==> src/rtl/mxfp4_dot_ctrl.sv <==
// Job sequencer for one mac_mxfp4 lane: streams an MX block's fp4 pairs from the
// operand buffer into the MAC, flushes its product stage and returns the accumulator.
//
// state  | meaning
// -------+----------------------------------------------------------
// IDLE   | waiting for a job descriptor
// CLEAR  | one-cycle MAC clear, element counter reset
// ISSUE  | one buffer read per cycle, base + cnt with address wrap
// WAIT   | last read data returning from the buffer
// FLUSH  | zero operands push the last registered product into acc
// RESULT | accumulator and block exponent held until res_ready
module mxfp4_dot_ctrl #(
   parameter int ADDR_WIDTH = 6,
   parameter int ACC_WIDTH  = 14
) (
   input  logic                        clk,
   input  logic                        reset,
   input  logic                        start_valid,
   output logic                        start_ready,
   input  logic [ADDR_WIDTH:0]         len,
   input  logic [ADDR_WIDTH-1:0]       base_addr,
   input  logic [7:0]                  scale_w,
   input  logic [7:0]                  scale_a,
   output logic                        rd_en,
   output logic [ADDR_WIDTH-1:0]       rd_addr,
   input  logic [3:0]                  buf_w,
   input  logic [3:0]                  buf_a,
   output logic                        mac_en,
   output logic                        mac_clr,
   output logic [3:0]                  mac_w,
   output logic [3:0]                  mac_a,
   input  logic signed [ACC_WIDTH-1:0] mac_out,
   output logic                        res_valid,
   input  logic                        res_ready,
   output logic signed [ACC_WIDTH-1:0] res_acc,
   output logic signed [9:0]           res_exp,
   output logic                        res_nan,
   output logic                        busy
);

   localparam int LW = ADDR_WIDTH + 1;

   typedef enum logic [2:0] {
      S_IDLE,
      S_CLEAR,
      S_ISSUE,
      S_WAIT,
      S_FLUSH,
      S_RESULT
   } state_t;

   state_t                state, state_next;
   logic [LW-1:0]         len_q;
   logic [LW-1:0]         cnt;
   logic [ADDR_WIDTH-1:0] base_q;
   logic [7:0]            scale_w_q;
   logic [7:0]            scale_a_q;
   logic                  en_d;

   always_ff @(posedge clk) begin
      if (reset) begin
         state     <= S_IDLE;
         len_q     <= '0;
         cnt       <= '0;
         base_q    <= '0;
         scale_w_q <= '0;
         scale_a_q <= '0;
         en_d      <= 1'b0;
      end else begin
         state <= state_next;
         en_d  <= rd_en;
         if (state == S_IDLE && start_valid) begin
            len_q     <= len;
            base_q    <= base_addr;
            scale_w_q <= scale_w;
            scale_a_q <= scale_a;
         end
         if (state == S_CLEAR)
            cnt <= '0;
         else if (state == S_ISSUE)
            cnt <= cnt + LW'(1);
      end
   end

   always_comb begin
      state_next  = state;
      start_ready = 1'b0;
      rd_en       = 1'b0;
      rd_addr     = '0;
      mac_en      = en_d;
      mac_clr     = reset;
      mac_w       = en_d ? buf_w : 4'd0;
      mac_a       = en_d ? buf_a : 4'd0;
      res_valid   = 1'b0;
      res_acc     = '0;
      res_exp     = '0;
      res_nan     = 1'b0;
      busy        = (state != S_IDLE);
      unique case (state)
         S_IDLE: begin
            start_ready = 1'b1;
            if (start_valid) state_next = S_CLEAR;
         end
         S_CLEAR: begin
            mac_clr    = 1'b1;
            state_next = (len_q == '0) ? S_RESULT : S_ISSUE;
         end
         S_ISSUE: begin
            rd_en   = 1'b1;
            rd_addr = base_q + cnt[ADDR_WIDTH-1:0];
            if (cnt == len_q - LW'(1)) state_next = S_WAIT;
         end
         S_WAIT: state_next = S_FLUSH;
         S_FLUSH: begin
            mac_en     = 1'b1;
            mac_w      = 4'd0;
            mac_a      = 4'd0;
            state_next = S_RESULT;
         end
         S_RESULT: begin
            // MAC sees no enable here, so mac_out is stable for the whole hold
            res_valid = 1'b1;
            res_acc   = mac_out;
            res_exp   = 10'(scale_w_q) + 10'(scale_a_q) - 10'd254;
            res_nan   = (scale_w_q == 8'hFF) | (scale_a_q == 8'hFF);
            if (res_ready) state_next = S_IDLE;
         end
         default: state_next = S_IDLE;
      endcase
   end

endmodule

==> config.mk <==
export PLATFORM = sky130hd
export DESIGN_NAME = mxfp4_dot_ctrl
export DESIGN_NICKNAME = d
export VERILOG_FILES = /design/src/rtl/mxfp4_dot_ctrl.sv
export SDC_FILE = /design/constraint.sdc
export NUM_CORES = 1
export LEC_CHECK = 0
export ABC_AREA = 1
export CAP_MARGIN = 20
export CORE_MARGIN = 3
export CORE_UTILIZATION = 49
export CTS_CLUSTER_SIZE = 16
export DETAILED_ROUTE_END_ITERATION = 16
export HOLD_SLACK_MARGIN = 0.03
export PLACE_DENSITY = 0.89
export REMOVE_ABC_BUFFERS = 1
export SYNTH_ARGS = -nofsm -noshare
export SYNTH_HDL_FRONTEND = slang
export SYNTH_SLANG_ARGS = --single-unit
==> constraint.sdc <==
create_clock -name clk -period 5.3 [get_ports clk]
set_input_delay 0.53 -clock clk [delete_from_list [all_inputs] [get_ports clk]]
set_output_delay 0.53 -clock clk [all_outputs]
set_load 0.05 [all_outputs]
After elaboration in Yosys (flattened, before gate mapping)
Index checks and enable logic that the tools add are counted. W data, S select, Z words.

Bits in registers: 40. Input port bits: 55. Word-level logic and storage cells: 48.

Add/sub/neg operators: 5. Equal/unequal tests: 11. Muxes and demuxes: 18. Bitwise logic cells: 1. Reduce and logical (&&, ||, !) cells: 6.

Operators with widths (number): $pmux W3 S6 (1); $eq A8 B8 Y1 const B (2); $mux W4 (4); $mux W14 (1); $mux W3 (4); $mux W10 (1); $sub A9 B8 Y10 const B (1); $add A8 B8 Y9 (1); $add A7 B1 Y7 const B (1); $eq A7 B7 Y1 (1); $logic_not A7 Y1 (1); $sub A7 B1 Y7 const B (1); $add A6 B6 Y6 (1); $eq A3 B2 Y1 const B (2); $eq A3 B3 Y1 const B (2); $mux W1 (6); $mux W6 (1); $ne A2 B2 Y1 const B (2); $eq A3 B1 Y1 const B (1); $logic_not A3 Y1 (1); $reduce_and A3 Y1 (1); $reduce_bool A3 Y1 (1); $ne A2 B1 Y1 const B (1); $reduce_or A2 Y1 (1); 2 further kinds (2).

Longest topological paths before layout
Depth after elaboration: 4. Gate-level depth with buffers: 14. Gate-level depth less buffers: 14.

Worst setup path before layout
OpenSTA, ideal clock, no wires.

Kind: reg-to-output. Start: reg scale_w_q[1]. End: out res_exp[9]. Arrival time: 2.602 ns. Data required time: 4.770 ns. Path slack: 2.168 ns. Stages on the path, launching flop included: 15. Cell sequence: dfxtp_1 -> inv_1 -> ha_1 -> inv_1 -> ha_1 -> inv_1 -> fa_1 -> inv_1 -> nand3_1 -> nand2_1 -> nand2_1 -> nand2_1 -> a21oi_1 -> nor3_1 -> nor3_1.

Longest elaborated chain between the ends: 3.

RTL lines: from (decl) (RTL line 56) `logic [7:0] scale_w_q;`; from (signal assigned) (RTL line 75) `scale_w_q <= scale_w;`; $add A8 B8 Y9 (RTL line 124) `res_exp = 10'(scale_w_q) + 10'(scale_a_q) - 10'd254;`; $sub A9 B8 Y10 (RTL line 124); $mux W10 (RTL line 99) `unique case (state)`; to (decl) (RTL line 36) `output logic signed [9:0] res_exp,`.

No other way between the ends.

Final worst setup path
Start: reg scale_w_q[1]. End: out res_exp[7].

The elaborated chain is that of the path after synthesis.

==> out/summary.txt <==
outcome: complete, no violations
routing usage on met2: 0.432
P per Cell Area: 399 nW/um^2
hold buffers post-CTS: 0
routed vias/inst: 5.11
Synth Register Bits: 40
Post-Synthesis Cells: 414
Crit Path Class: reg2out
register area share after synthesis: 0.296
WL/cell: 12.7 um
Reg area: 801 um^2
via count: 2,961
CP Capture Type: output port
row count: 26
Data arrival, critical path: 3.08 ns
Post-Synth Adder-Cell Area: 0.128
ys flop type: dfxtp_1
met3 global-route usage: 0.0325
register share of total power: 0.288
CTS H-tree lvls: 2
largest stage delay on the critical path: 0.81 ns
worst-skew pair later-pin latency: 0.30 ns
vias in the first global route: 2,826
Slew Viols, Final: 0
antenna violations before repair: 0
Synth Warn #: 0
Clk pin slew, worst setup/hold paths: 0.07 ns
GRT Max-Usage Layer: met2
Synth top area share: 0.296
post-route cell area: 3860 um^2
CTS tree: done
internal power: 0.834 mW
clock share of power: 0.179
worst hold path type: reg2reg
main combinational cell family by area after synthesis: simple AND/OR/NAND/NOR gates
Fmax: 277 MHz
Logic pwr share: 0.533
PnR worst setup slack: 1.69 ns
fin crit share: 0.681
RSZ-0062 raised after global routing: false
clock buffer depth: 2
Die Y: 80.4 um
CP Data Required Time: 4.77 ns
CP Launch Type: flip-flop
M1 GR Usage: 0.256
fillers: 398
worst-margin pin slew: 0.629 ns
Synth Area per Inst: 6.54 um^2
die area: 6460 um^2
clock skew: 0.00870 ns
total net switching power: 0.705 mW
fraction of layout cells with a size suffix above 1: 0.0511
first drt pass iteration count: 6
mux contribution to synthesized area: 0
leakage: 1.76 nW
post-cts sizing count: 0
Max FO, Critical Path: 3
gp weighted congestion: 0.877
largest cells by area after synthesis: dfxtp_1, ha_1, nand2_1
CP most frequent cell: inv_1
Netlist Area Pre-Place: 2710 um^2
minimum clock period after layout: 3.61 ns
complex-gate fraction of the synthesized area: 0.156
remaining global-route overflow: 0
area grow syn2layout: 42.4%
DRT iter0 DRCs: 190
clk sink count: 40
TritonCTS Buffers: 5
NumNets Final: 589
final hold violation count: 0
Global Route Usage Sum: 0.232
Detailed Place HPWL: 5660 um
synth cell count leaders: nand2_1, inv_1, a21oi_1, nor2_1, dfxtp_1
sw frac: 0.458
Max IR drop VDD: 0.254 mV
post-route insts no fill: 579
Netlist cell types: 28
cells along the critical path: inv_1, ha_1, inv_1, ha_1, inv_1, fa_1, inv_1, nand3_1, nand2_1, nand2_1, nand2_1, a21oi_1, a21oi_1, clkdlybuf4s50_1
Die X: 80.4 um
count leader, synth: nand2_1
placed cell count: 571
Ant. Diodes: 0
Multi-input gate area: 1540 um^2
post-CTS setup buffers: 0
final WL: 7350 um
Hold Slack: 0.475 ns
Async SR Flop Fraction: 0
Crit path max-delay family: buffers and inverters
setup TNS: 0 ns
Synth Area in XOR/XNOR: 0.0291
# Max-Cap Violations: 0
Rel. slew slack: 0.580
antenna-violating nets left: 0
global-route wire length before repair: 12,000 um
final core occ: 0.737
Tot Pwr: 1.54 mW
Core Box Area: 5240 um^2
Setup-failing EPs final: 0
DRC: 0
largest net degree at the start of global routing: 50
dpl ws: 1.90 ns
critical path's slowest cell: clkdlybuf4s50_1
initial cell density of the core: 0.517
Post-Synth Simple-Gate Area: 0.256
CTS root buffer: clkbuf_8
EDFF count, synth: 0
Synth area leader: dfxtp_1
IO buf count: 99
I/O pins: 100
WP buf/inv: 5
placed instance area: 3730 um^2
## state kept, by name (all words and copies together), names as in the netlist
signal and cells:
len_q 7, cnt 7, scale_w_q 8, scale_a_q 8, state 3, base_q 6, en_d 1
## metal layers
layer  vias up  share of wire
met5         -              0
met4         0          0.034
met3        26          0.064
met2       104           0.48
met1      1333           0.42
li1       1498              -
## path summary, 6_finish.rpt
kind           startpoint            to  slack (ns)  cells past startpoint
max          scale_w_q[1]    res_exp[7]        1.69                     14
min          scale_a_q[0]  scale_a_q[0]        0.48                      2
max reg2reg      state[0]      state[0]        3.50                      7
min reg2reg  scale_a_q[0]  scale_a_q[0]        0.48                      2
## logic make-up after synthesis
kind of cell,after synthesis
xor+xnor,9
buf+inv,93
fa+ha+maj,26
simple gates,162
compound gates,84
flops,40
## cell usage in the layout (no fill, tap or decap), drive strengths merged
cell / Yosys / final
a211oi: 1 / 1
a21oi: 52 / 52
buf: 7 / 1
bufinv: 0 / 1
clkbuf: 6 / 7
clkdlybuf4s50: 0 / 99
clkinv: 2 / 2
dfxtp: 40 / 40
fa: 3 / 3
ha: 23 / 23
inv: 78 / 78
nand2: 71 / 71
nand3: 25 / 25
nand4: 3 / 3
nor2: 50 / 50
nor3: 7 / 7
nor4: 3 / 3
o21ai: 31 / 31
or2: 3 / 3
xnor2: 4 / 4
xor2: 5 / 5
## power by group through the flow
stage / Clock, mW / Combinational, mW / Sequential [mW]
2_1_floorplan: 0 / 0.582 / 0.431
5_1_grt: 0.289 / 0.909 / 0.454
3_5_place_dp: 0 / 0.812 / 0.448
3_3_place_gp: 0 / 0.778 / 0.444
4_1_cts: 0.274 / 0.819 / 0.442
6_report: 0.276 / 0.820 / 0.443
## worst min-delay path: stages (launching register included)
cell,delay [ns]
dfxtp_1,0.32
inv_1,0.06
a21oi_1,0.05
## final cells by class
type                       count  area share
clock buffer                   7      0.0250
clock inverter                 1     0.00778
inverter                      80      0.0782
multi-input combinational    281       0.400
sequential                    40       0.208
tap                           70      0.0227
timing repair buffer         100       0.259
(Power assumes the default switching activity.)
